[config.mk]
export PLATFORM = sky130hd
export DESIGN_NAME = fifo_stream_drain
export DESIGN_NICKNAME = d
export VERILOG_FILES = /design/src/rtl/fifo_stream_drain.sv
export SDC_FILE = /design/constraint.sdc
export NUM_CORES = 1
export LEC_CHECK = 0
export CAP_MARGIN = 25
export CORE_UTILIZATION = 45
export DETAILED_ROUTE_END_ITERATION = 16
export GPL_TIMING_DRIVEN = 0
export PLACE_DENSITY = 0.74
export SETUP_SLACK_MARGIN = 0.1
export SYNTH_ARGS = -nofsm -noshare
export SYNTH_HDL_FRONTEND = slang
export SYNTH_SLANG_ARGS = --single-unit
export TNS_END_PERCENT = 10
[constraint.sdc]
create_clock -name clk -period 2.3 [get_ports clk]
set_clock_uncertainty 0.2 [all_clocks]
set_input_delay 0.23 -clock clk [delete_from_list [all_inputs] [get_ports clk]]
set_output_delay 0.23 -clock clk [all_outputs]
set_load 0.01 [all_outputs]
[src/rtl/fifo_stream_drain.sv]
// fifo_stream_drain
//   Read-side consumer of the CDC FIFO. It waits for the FIFO pre-fill flag,
//   then pops the show-ahead FIFO and re-emits the data as a valid/ready
//   stream framed into FRAME_LEN-beat bursts (m_last on the final beat).
//
// Ports
//   clk, rstn              read-domain clock, async active-low reset
//   enable                 permits starting / continuing frames
//   fifo_empty             FIFO empty flag
//   fifo_rd_data           show-ahead FIFO head (valid when !fifo_empty)
//   fifo_prefill           FIFO pre-fill reached (already synchronised)
//   fifo_rd_en             pop strobe (combinational)
//   m_valid/m_data/m_last  output stream (registered)
//   m_ready                downstream ready
//   busy                   state != IDLE (combinational)
//   frame_done             pulse when a last beat is accepted downstream
//   frame_cnt              completed frames, wraps
//   underrun_cnt           starved STREAM cycles, saturates
//
// state  | meaning
// IDLE   | waiting for enable && fifo_prefill
// STREAM | popping FIFO into the skid buffer, framing beats
// FLUSH  | frame finished with enable low; draining skid buffer

module fifo_stream_drain #(
  parameter int DATA_WIDTH = 8,
  parameter int FRAME_LEN  = 16,
  parameter int BEAT_W     = $clog2(FRAME_LEN + 1),
  parameter int CNT_W      = 16
) (
  input  logic                  clk,
  input  logic                  rstn,
  input  logic                  enable,
  input  logic                  fifo_empty,
  input  logic [DATA_WIDTH-1:0] fifo_rd_data,
  input  logic                  fifo_prefill,
  output logic                  fifo_rd_en,
  output logic                  m_valid,
  output logic [DATA_WIDTH-1:0] m_data,
  output logic                  m_last,
  input  logic                  m_ready,
  output logic                  busy,
  output logic                  frame_done,
  output logic [CNT_W-1:0]      frame_cnt,
  output logic [CNT_W-1:0]      underrun_cnt
);

  typedef enum logic [1:0] {IDLE, STREAM, FLUSH} state_t;

  localparam logic [BEAT_W-1:0] LAST_BEAT = BEAT_W'(FRAME_LEN - 1);

  state_t                state, state_nxt;
  logic [BEAT_W-1:0]     beat;
  logic [1:0]            occ, occ_nxt;
  logic [DATA_WIDTH-1:0] d1;
  logic                  l1;
  logic                  pop, accept, last_tag;

  assign pop      = fifo_rd_en;
  assign accept   = m_valid && m_ready;
  assign last_tag = (beat == LAST_BEAT);
  assign occ_nxt  = occ + {1'b0, pop} - {1'b0, accept};

  // State register
  always_ff @(posedge clk or negedge rstn) begin
    if (!rstn) state <= IDLE;
    else       state <= state_nxt;
  end

  // Next-state logic
  always_comb begin
    state_nxt = state;
    case (state)
      IDLE:   if (enable && fifo_prefill) state_nxt = STREAM;
      // Only the last pop of a frame may leave STREAM, so frames are never cut.
      STREAM: if (pop && last_tag && !enable) state_nxt = FLUSH;
      FLUSH:  if (occ == 2'd0) state_nxt = IDLE;
      default: state_nxt = IDLE;
    endcase
  end

  // Combinational outputs
  always_comb begin
    fifo_rd_en = (state == STREAM) && !fifo_empty && (occ != 2'd2);
    busy       = (state != IDLE);
  end

  // Beat counter; held at zero in IDLE so every STREAM entry starts a frame.
  always_ff @(posedge clk or negedge rstn) begin
    if (!rstn) begin
      beat <= '0;
    end else if (state == IDLE) begin
      beat <= '0;
    end else if (pop) begin
      beat <= last_tag ? '0 : beat + BEAT_W'(1);
    end
  end

  // Two-entry skid buffer. Entry 0 is the head and drives m_data/m_last
  // directly so they hold steady under back-pressure.
  always_ff @(posedge clk or negedge rstn) begin
    if (!rstn) begin
      occ     <= 2'd0;
      m_valid <= 1'b0;
      m_data  <= '0;
      m_last  <= 1'b0;
      d1      <= '0;
      l1      <= 1'b0;
    end else begin
      occ     <= occ_nxt;
      m_valid <= (occ_nxt != 2'd0);
      case ({pop, accept})
        2'b10: begin
          if (occ == 2'd0) begin
            m_data <= fifo_rd_data;
            m_last <= last_tag;
          end else begin
            d1 <= fifo_rd_data;
            l1 <= last_tag;
          end
        end
        2'b01: begin
          m_data <= d1;
          m_last <= l1;
        end
        // Push and accept together only happen with one entry held
        // (pop needs occ<2, accept needs occ>0), so the head is replaced.
        2'b11: begin
          m_data <= fifo_rd_data;
          m_last <= last_tag;
        end
        default: ;
      endcase
    end
  end

  // Frame completion and underrun statistics
  always_ff @(posedge clk or negedge rstn) begin
    if (!rstn) begin
      frame_done   <= 1'b0;
      frame_cnt    <= '0;
      underrun_cnt <= '0;
    end else begin
      frame_done <= accept && m_last;
      if (accept && m_last) frame_cnt <= frame_cnt + CNT_W'(1);
      if ((state == STREAM) && fifo_empty && (occ == 2'd0) && (underrun_cnt != '1))
        underrun_cnt <= underrun_cnt + CNT_W'(1);
    end
  end

endmodule
Word level (Yosys, flattened, before mapping)
Cells that the tools add are included.

cells by class
  $add $sub $neg = 5
  multipliers = 0
  divide/modulo/power cells = 0
  magnitude comparators = 0
  equal/unequal tests = 12
  shifts and indexed selects = 0
  multiplexer cells = 11
  bitwise logic cells = 1
  reduce and logical (&&, ||, !) cells = 21

operator list
  kind                                                              number
  16-bit by 1-bit adder with 16-bit output (second input constant)  2
  8-bit one-hot mux with 3 select lines                             1
  16-bit != test (second input constant)                            1
  5-bit two-way mux                                                 3
  1-bit logical AND                                                 10
  2-bit != test (second input constant)                             5
  8-bit two-way mux                                                 1
  2-bit == test (second input constant)                             3
  2-bit two-way mux                                                 3
  2-bit one-hot mux with 3 select lines                             1
  2-bit nonzero test                                                3
  5-bit by 1-bit adder with 5-bit output (second input constant)    1
  5-bit by 4-bit == test with 1-bit output (second input constant)  1
  2-bit by 1-bit == test with 1-bit output (second input constant)  2
  2-bit zero test                                                   2
  2-bit AND reduction                                               2
  1-bit one-hot mux with 3 select lines                             1
  3-bit AND reduction                                               1
  3-bit nonzero test                                                1
  2-bit by 1-bit adder with 2-bit output                            1
  1-bit zero test                                                   2
  2-bit by 1-bit subtractor with 2-bit output                       1
  1-bit two-way mux                                                 1
  1-bit inverter                                                    1

storage, ports and cells
  bits in registers = 61
  latch bits = 0
  memory bits (writable) = 0
  memory bits (read-only) = 0
  bits of input ports = 14
  output and inout bits = 45
  word-level logic and storage cells = 61
  memories = 0

Logic depth before layout (Yosys ltp)
Gate-level depths: netlist of the first run.

  depth in word-level cells = 7
  gate-level depth with buffers = 8
  mapped depth without buffers = 8

Least setup slack after synthesis of the first run
Ideal clock, no wire load.

  kind = reg-to-reg
  start = register state[1]
  end = register m_valid
  library setup time = 0.127 ns
  arrival time = 1.683 ns
  data required time = 1.973 ns
  slack = 0.290 ns
  stages on the path, launching flop included = 9
  path buffers = 1
  clock period less this slack = 2.010 ns
  path through = dfrtp_1 -> nor3b_4 -> nand2_2 -> inv_2 -> buf_6 -> ha_1 -> xnor2_1 -> xnor2_1 -> or2_2

between the ends
  cells in the longest elaborated chain, start to end = 6

RTL lines
  item                                         line  RTL
  start, declared                              52    state_t state, state_nxt;
  start signal, assigned                       67    else state <= state_nxt;
  2-bit by 1-bit == test with 1-bit output     84    fifo_rd_en = (state == STREAM) && !fifo_empty && (occ != 2'd2);
  1-bit logical AND (2 in series)              84
  net fifo_rd_en                               37    output logic fifo_rd_en,
  2-bit by 1-bit adder with 2-bit output       62    assign occ_nxt = occ + {1'b0, pop} - {1'b0, accept};
  2-bit by 1-bit subtractor with 2-bit output  62
  net occ_nxt[1]                               54    logic [1:0] occ, occ_nxt;
  2-bit nonzero test                           111   m_valid <= (occ_nxt != 2'd0);
  end signal, assigned                         111
  end, declared                                38    output logic m_valid,

The timed path passes the listed nets, and every way through them passes these cells.
A chain may end at the register's enable or synchronous reset.

Final worst setup path of the first run
  start = register state[1]
  end = output fifo_rd_en

between the ends
  cells in the longest elaborated chain, start to end = 3

RTL lines
  item                                      line
  2-bit by 1-bit == test with 1-bit output  84
  1-bit logical AND (2 in series)           84
  end, declared                             37

Every way passes these cells.

==> metrics.yaml, run 1 <==
yosys:
  seq_area_frac_synth_pct: 53.07
  synth.area.top_cells: "dfrtp_1 (53%), mux2_2 (5.1%), xor2_1 (4.9%)"
  ys.flop_type: "dfrtp_1"
  postSynthAreaPerCell_um2: 11.11
  ys_types: 38
  yosys.area.top_type: "dfrtp_1"
  async_flop_share_pct: 100.0
  synth_fp_nets: 278
  yosys_warnings: 0
  synth_area_um2: 2877
  syn_inst: 259
  yosys.area.top_type_share_pct: 53.07
  synth_seq_cells: 61
  synth_edf_count: 0
layout:
  drive_gt1_share_pct: 15.77
  final_cell_area_um2: 3785
  fin_nets: 350
  diodes: 0
  fillers: 504
  final_cell_mix: "dfrtp_1 (60), clkdlybuf4s50_1 (55), nand2_1 (28)"
  syn_to_final_growth_pct: 31.58
  regArea_um2: 1528
  final_core_util_pct: 62.81
  multiInputGateArea_um2: 1276
  final_common_cell: "dfrtp_1"
pwr:
  p_leak_nw: 1.615
  p_total_mw: 3.868
  switching_share_pct: 33.59
  irDropWorstVdd_mv: 0.5826
  power_frac_comb_pct: 32.7
  p_per_area_nw_per_um2: 1022
  p_seq_share_pct: 42.5
  clkPwrFrac_pct: 24.8
  power.switching_mw: 1.299
  p_int_mw: 2.568
global_routing:
  grt_use_met3_pct: 3.667
  grt_max_degree: 38
  use_met1_pct: 24.54
  grtUsageMet2_pct: 30.99
  grt-ovfl-total: 0
  top_usage_layer: "met2"
  grt_pass1_vias: 2110
  grt_usage_pct: 19.36
  antenna_found_initial: 0
  grt_first_pass_wirelength_um: 9673
clock_tree:
  insertion_delay_ns: 0.34
  cts_made_buffers: 9
  clk_path_buf_depth: 2
  cts_root_buffer: "clkbuf_8"
  clk_pin_slew_worst_paths_ns: 0.08
  cts_sinks: 61
  cts_tree: "yes"
  h-tree-depth: 3
timing:
  worst_pin_slew_ns: 0.5900
  finalCritPeriodShare_pct: 89.90
  setup-violations-final: 0
  relSlewSlack_pct: 60.67
  min_period_ns: 2.068
  max_freq_ghz: 0.4836
  finalMaxSlewViolations: 0
  finalHoldViolCount: 0
  rsz0062_at_grt: "no"
placement:
  place_hpwl_um: 3954
  place_area_um2: 3566
  io_buffers: 58
  gp_congestion: 0.8184
setup_path:
  crit_fanout: 11
  critPathRequiredTime_ns: 1.87
  crit_arrival_ns: 1.64
  cp_num_buf_inv: 3
  critPathTopFamily: "buffers and inverters"
  start_kind: "flop"
  criticalPathCategory: "flop to output port"
  critPathMaxStageDelay_ns: 0.44
  end_kind: "output port"
  slowest_stage: "dfrtp_2"
  crit_chain: "nor3b_4, nand2_2, inv_2, buf_6, dlygate4sd2_1"
floorplanning:
  die_w_um: 81.95
  start_util_pct: 47.74
  coreArea_um2: 6026
  die-height_um: 81.95
  die_area_um2: 6716
  rows: 28
  ios: 59
routing:
  drt-total-wl_um: 5622
  post_drt_wl_per_cell_um: 13.68
  vias_per_cell: 5.251
  drc: 0
  firstDrtPassIters: 4
  vias: 2158
  drt_iter0_markers: 110
  detail-route-antenna-nets: 0
min_path:
  hold_path_class: "primary input to async pin"
outcome:
  run_status: "finished, final reports clean"
flow_run:
  maxCapViolCount: 0
==> routing by layer <==
layer / share of wire [%] / up-vias
met5: 0 / -
met4: 2.4 / 0
met2: 46 / 43
met1: 49 / 1036
li1: - / 1067
met3: 2.7 / 12
==> power groups by stage <==
stage | Combinational, mW | Sequential, mW | Clock (mW)
finish | 1.27 | 1.64 | 0.958
global placement | 1.25 | 1.65 | 0
CTS | 1.29 | 1.64 | 0.981
global route | 1.42 | 1.68 | 1.03
detailed placement | 1.28 | 1.66 | 0
floorplan | 0.652 | 1.69 | 0
==> final timing paths <==
kind                                      startpoint                         to  slack, ns  cells past startpoint
max in group asynchronous                       rstn       state[1]$_DFFE_PN0P_       1.06                      3
hold reg to reg            frame_cnt[15]$_DFFE_PN0P_  frame_cnt[15]$_DFFE_PN0P_       0.28                      1
hold / removal                                  rstn   frame_cnt[6]$_DFFE_PN0P_       0.22                      2
min in group clk                        fifo_prefill       state[0]$_DFFE_PN0P_       0.27                      3
setup reg to reg                    occ[0]$_DFF_PN0_          m_valid$_DFF_PN0_       0.27                      8
setup / recovery                state[1]$_DFFE_PN0P_                 fifo_rd_en       0.23                      5
==> synthesized netlist by cell type (2+ instances only) <==
cell type and instances:
dfrtp_1 61, nand2_1 28, nand3_1 18, nor2_1 17, xor2_1 16, nor3_1 14
xnor2_1 14, mux2_2 13, nand4_1 10, o31ai_1 10, o21ai_0 6, ha_1 5
inv_1 5, nor4_2 5, nand2b_1 4, and3_1 3, and4_1 3, clkbuf_1 3
and2_1 2, buf_2 2, buf_6 2, or2_2 2
==> cell type report <==
| type | instances | share of cell area [%] |
|---|---|---|
| multi-input cells | 184 | 33.72 |
| inverters | 6 | 0.5950 |
| clock buffers | 9 | 3.273 |
| well taps | 75 | 2.479 |
| repair buffers | 61 | 16.23 |
| plain buffers | 8 | 1.355 |
| flip-flops and latches | 61 | 40.36 |
| clock inverters | 7 | 1.983 |
==> metrics by stage <==
step | worst slack [ns] | setup TNS (ns) | hold WS (ns) | instances
global route | 0.1197 | 0 | 0.2987 | 411
CTS | 0.09724 | 0 | 0.2341 | 411
global placement | -1.181 | -72.18 | 0.2611 | 392
finish | 0.2322 | 0 | 0.2191 | 411
detailed placement | -0.1772 | -0.3295 | 0.06955 | 393
floorplan | 0.2895 | 0 | -0.2656 | 259
==> registers in the layout, summed over array words and instances (netlist names) <==
signal	count
beat	5
underrun_cnt	16
m_last	1
occ	2
frame_done	1
m_valid	1
state	2
m_data	8
frame_cnt	16
d1	8
l1	1
==> worst register-to-register path, stage by stage, from the launching register on <==
cell and delay (ns):
dfrtp_1 0.42, nand2b_1 0.21, nand2_2 0.14, inv_2 0.07, buf_6 0.14, ha_1 0.21
xnor2_1 0.13, xnor2_1 0.13, or2_2 0.27
==> logic make-up (layout without fill, tap and decap cells) <==
logic type | after synthesis | count (layout) | synth area share (%)
buffers and inverters | 14 | 91 | 2.566
multiplexers | 13 | 13 | 5.089
flip-flops | 61 | 61 | 53.07
XOR/XNOR | 30 | 30 | 9.134
adder cells (fa/ha/maj) | 5 | 5 | 2.175
AO/OA/AOI/OAI | 21 | 21 | 5.089
AND/OR/NAND/NOR | 115 | 115 | 22.88
==> timing repair <==
item	CTS	global route
pin swaps	1	0
gates resized for setup	2	1
endpoints found under the hold margin	24	0
hold buffers	1	0
endpoints found under the setup margin	2	1
buffers inserted	1	0
No activity file was read; power rests on OpenSTA's default activity.
==> inputs of run 2 (changes only) <==
Settings changed: CTS_CLUSTER_SIZE set to 12, SETUP_SLACK_MARGIN 0.1 to 0.02.
==> run 2 against run 1 <==
Cell count did not move. Fmax shrank 5.0%. Register-to-register slack about the same. Core utilization is essentially flat. Critical path type unchanged. Largest power group unchanged.
==> metrics.yaml, run 2 (synthesized netlist as in run 1, its figures left out) <==
outcome:
  run_status: "finished, final reports clean"
floorplanning:
  coreArea_um2: 6026
  die-height_um: 81.95
  die_area_um2: 6716
  ios: 59
  start_util_pct: 47.74
  die_w_um: 81.95
  rows: 28
layout:
  syn_to_final_growth_pct: 31.49
  diodes: 0
  final_common_cell: "dfrtp_1"
  final_cells: 411
  multiInputGateArea_um2: 1276
  regArea_um2: 1528
  final_cell_area_um2: 3782
  reg.largest.list: "frame_cnt x16, underrun_cnt x16"
  fillers: 505
  drive_gt1_share_pct: 15.77
  final_cell_mix: "dfrtp_1 (60), clkdlybuf4s50_1 (56), nand2_1 (28)"
  fin_nets: 350
timing:
  setup-violations-final: 0
  tns_ns: 0
  relSlewSlack_pct: 60.67
  finalHoldViolCount: 0
  hold_ws_ns: 0.2191
  max_freq_ghz: 0.4596
  finalCritPeriodShare_pct: 94.61
  worst_pin_slew_ns: 0.5900
  finalMaxSlewViolations: 0
  rsz0062_at_grt: "no"
  min_period_ns: 2.176
global_routing:
  grt_max_degree: 38
  antenna_found_initial: 0
  grt_usage_pct: 19.36
  grt-ovfl-total: 0
  grt_first_pass_wirelength_um: 9673
  grt_pass1_vias: 2110
setup_path:
  start_kind: "flop"
  criticalPathCategory: "flop to output port"
  worstReg2RegStart: "occ[0]$_DFF_PN0_"
  critPathRequiredTime_ns: 1.87
  end_kind: "output port"
  rr_worst_depth: 8
  r2r-end: "m_valid$_DFF_PN0_"
  ff2ff_setup_slack_ns: 0.27
  crit_fanout: 6
  crit_arrival_ns: 1.75
clock_tree:
  cts_sinks: 61
  cts_tree: "yes"
  insertion_delay_ns: 0.34
  cts_root_buffer: "clkbuf_8"
  cts_made_buffers: 9
  clk_path_buf_depth: 2
  clk_pin_slew_worst_paths_ns: 0.08
  h-tree-depth: 3
placement:
  place_hpwl_um: 3954
  gp_congestion: 0.8184
  dp.cells: 393
  place_area_um2: 3566
  io_buffers: 58
routing:
  vias: 2158
  drt_iter0_markers: 110
  post_drt_wl_per_cell_um: 13.68
  drt-total-wl_um: 5624
  drc: 0
  vias_per_cell: 5.251
  detail-route-antenna-nets: 0
  firstDrtPassIters: 4
pwr:
  p_per_area_nw_per_um2: 1023
  p_total_mw: 3.868
  p_leak_nw: 1.616
  irDropWorstVdd_mv: 0.5826
min_path:
  hold_path_class: "primary input to async pin"
flow_run:
  maxCapViolCount: 0
==> run 2: cell types whose count changed in the layout (fill, tap and decap cells not counted), sizes merged <==
cell,before,now
clkdlybuf4s50,55,56
dlymetal6s2s,1,0
==> run 2: worst max path at each step <==
stage | startpoint | endpoint
global route | state[1]$_DFFE_PN0P_ | busy
floorplan | state[1]$_DFFE_PN0P_ | m_valid$_DFF_PN0_
detailed placement | fifo_empty | m_valid$_DFF_PN0_
CTS | state[1]$_DFFE_PN0P_ | busy
finish | state[1]$_DFFE_PN0P_ | busy
global placement | rstn | beat[2]$_DFFE_PN0P_
==> run 2: power by group <==
group / switching [mW] / internal (mW) / total [mW]
clock: 0.455 / 0.503 / 0.958
sequential: 0.265 / 1.38 / 1.64
combinational: 0.580 / 0.687 / 1.27
==> run 2: worst max-delay path: stages, from the launching register on <==
cell,delay [ns]
dfrtp_2,0.44
or2_2,0.30
clkbuf_1,0.17
clkdlybuf4s50_1,0.51
==> run 2: stage by stage <==
| step | setup WS, ns | utilization [%] |
|---|---|---|
| after floorplan | 0.2895 | - |
| after global placement | -1.181 | 58.93 |
| after detailed placement | -0.1772 | 59.18 |
| after CTS | 0.09724 | 62.77 |
| after global routing | 0.05906 | 62.77 |
| final | 0.1240 | 62.77 |
==> run 2: layout make-up <==
cell class                      count  area share, %
Multi-Input combinational cell    184          33.74
Clock buffer                        9          3.275
Inverter                            6         0.5954
Timing Repair Buffer               61          16.18
Tap cell                           75          2.481
Clock inverter                      7          1.985
Buffer                              8          1.356
Sequential cell                    61          40.39
==> run 2: per-layer routing <==
metal	global-route usage, %	vias up	wire length [µm]
li1	-	1067	-
met1	24.54	1036	2755
met2	30.99	43	2578
met3	3.667	12	155
met4	10.70	0	133
met5	0	-	0
==> run 2: repair_timing <==
action | in CTS | in global routing
setup buffers | 1 | 0
gates resized for setup | 2 | 0
endpoints found under the setup margin | 1 | 0
hold endpoints to repair | 24 | 0
hold buffers | 1 | 0
==> inputs of run 3 (changes only) <==
==> constraint.sdc (replaced) <==
create_clock -name clk -period 2.3 [get_ports clk]
set_clock_uncertainty 0.2 [all_clocks]
set_input_delay 0.69 -clock clk [delete_from_list [all_inputs] [get_ports clk]]
set_output_delay 0.69 -clock clk [all_outputs]
set_load 0.01 [all_outputs]
==> run 3 against run 2 <==
Critical path depth grew 3. Worst hold slack lost 0.072 ns. Combinational power grew 4%. Register-to-register slack lost 0.13 ns. Total power grew 1.4%. Sequential power is essentially flat. Flip-flop and latch count is the same. Sequential share of layout area shrank 0.21 points. Critical path type is now primary input to output port. Cell area grew 1.0%. Critical endpoint is now fifo_rd_en.
==> metrics.yaml, run 3 (synthesized netlist as in run 1, its figures left out) <==
floorplanning:
  die_w_um: 81.95
  rows: 28
  die_area_um2: 6716
  die-height_um: 81.95
  ios: 59
  coreArea_um2: 6026
  start_util_pct: 47.74
setup_path:
  criticalPathCategory: "primary input to output port"
  critPathMaxStageDelay_ns: 0.21
  critPathRequiredTime_ns: 1.41
  end_kind: "output port"
  start_kind: "primary input"
  crit_arrival_ns: 1.39
  crit_chain: "buf_2, nor3b_4, nand2_2, inv_2, buf_6, buf_6"
  crit_top_cell: "buf_6"
  critPathTopFamily: "buffers and inverters"
  cp_num_buf_inv: 4
  crit_fanout: 3
  slowest_stage: "nor3b_4"
timing:
  min_period_ns: 2.276
  finalMaxSlewViolations: 0
  worst_pin_slew_ns: 0.5884
  rsz0062_at_grt: "yes"
  setup-violations-final: 0
  relSlewSlack_pct: 60.77
  max_freq_ghz: 0.4394
  finalHoldViolCount: 0
  worst_slack_ns: 0.02417
  finalCritPeriodShare_pct: 98.95
layout:
  final_cell_area_um2: 3821
  drive_gt1_share_pct: 19.82
  final_cells: 413
  regArea_um2: 1535
  reg.largest.list: "frame_cnt x16, underrun_cnt x16"
  final_common_cell: "dfrtp_1"
  fin_nets: 352
  diodes: 0
  multiInputGateArea_um2: 1286
  fillers: 503
  final_cell_mix: "dfrtp_1 (54), clkdlybuf4s50_1 (51), nand2_1 (28)"
  final_core_util_pct: 63.41
  syn_to_final_growth_pct: 32.84
global_routing:
  grt_pass1_vias: 2126
  antenna_found_initial: 0
  grt_max_degree: 38
  grt_first_pass_wirelength_um: 9715
  grt_usage_pct: 19.45
  grt-ovfl-total: 0
placement:
  dp.cells: 393
  place_area_um2: 3566
  io_buffers: 58
  pre_cts_slack_ns: -1.072
  gp_congestion: 0.8184
  place_hpwl_um: 3954
pwr:
  p_total_mw: 3.922
  irDropWorstVdd_mv: 0.5821
  p_int_mw: 2.604
  power.switching_mw: 1.317
  p_per_area_nw_per_um2: 1026
  clkPwrFrac_pct: 24.4
  p_leak_nw: 1.662
  switching_share_pct: 33.59
  p_seq_share_pct: 42.0
  power_frac_comb_pct: 33.6
routing:
  vias: 2199
  vias_per_cell: 5.324
  post_drt_wl_per_cell_um: 13.89
  detail-route-antenna-nets: 0
  firstDrtPassIters: 4
  drt-total-wl_um: 5735
  drt_iter0_markers: 120
  drc: 0
clock_tree:
  cts_root_buffer: "clkbuf_8"
  cts_tree: "yes"
  clk_path_buf_depth: 2
  clk_pin_slew_worst_paths_ns: 0.07
  cts_made_buffers: 9
  insertion_delay_ns: 0.34
  cts_sinks: 61
  h-tree-depth: 3
flow_run:
  maxCapViolCount: 0
min_path:
  hold_path_class: "primary input to async pin"
outcome:
  run_status: "finished, final reports clean"
run 3: final timing paths:
path                                            from  cells after the start  slack [ns]                   endpoint
max reg2reg                         occ[0]$_DFF_PN0_                      9        0.14          m_valid$_DFF_PN0_
min in group clk           frame_cnt[15]$_DFFE_PN0P_                      1        0.28  frame_cnt[15]$_DFFE_PN0P_
min                                             rstn                      1        0.15   frame_cnt[6]$_DFFE_PN0P_
max                                       fifo_empty                      6        0.02                 fifo_rd_en
min reg2reg                frame_cnt[15]$_DFFE_PN0P_                      1        0.28  frame_cnt[15]$_DFFE_PN0P_
max in group asynchronous                       rstn                      2        1.13       state[1]$_DFFE_PN0P_
run 3: final cells by class:
class / count / share of cell area, %
Timing Repair Buffer: 64 / 16.63
Inverter: 6 / 0.5894
Tap cell: 75 / 2.456
Buffer: 7 / 1.277
Sequential cell: 61 / 40.18
Clock inverter: 7 / 1.965
Clock buffer: 9 / 3.242
Multi-Input combinational cell: 184 / 33.66
run 3: repair_timing:
action,4_1_cts,5_1_grt
hold buffers,0,0
setup endpoints to repair,9,11
pin swaps,2,3
buffers inserted,4,1
gates resized for setup,13,10
run 3: power by group through the flow:
stage | combinational (mW) | clock (mW) | sequential, mW
3_5_place_dp | 1.28 | 0 | 1.66
4_1_cts | 1.32 | 0.981 | 1.64
3_3_place_gp | 1.25 | 0 | 1.65
6_report | 1.32 | 0.958 | 1.65
5_1_grt | 1.47 | 1.02 | 1.69
2_1_floorplan | 0.652 | 0 | 1.69
run 3: stage by stage:
| step | hold WS (ns) | TNS, ns |
|---|---|---|
| final | 0.1466 | 0 |
| after global routing | 0.1909 | -0.01971 |
| after CTS | 0.1599 | 0 |
| after detailed placement | 0.2698 | -8.991 |
| after global placement | 0.2611 | -109.01 |
| after floorplan | 0.1944 | 0 |
run 3: metal layers:
layer / routed length (µm) / vias to the layer above / global-route usage [%] / part of all wire [%]
li1: - / 1072 / - / -
met1: 2719 / 1058 / 24.75 / 47
met2: 2676 / 58 / 31.07 / 47
met3: 209 / 11 / 3.667 / 3.6
met4: 129 / 0 / 10.70 / 2.2
met5: 0 / - / 0 / 0
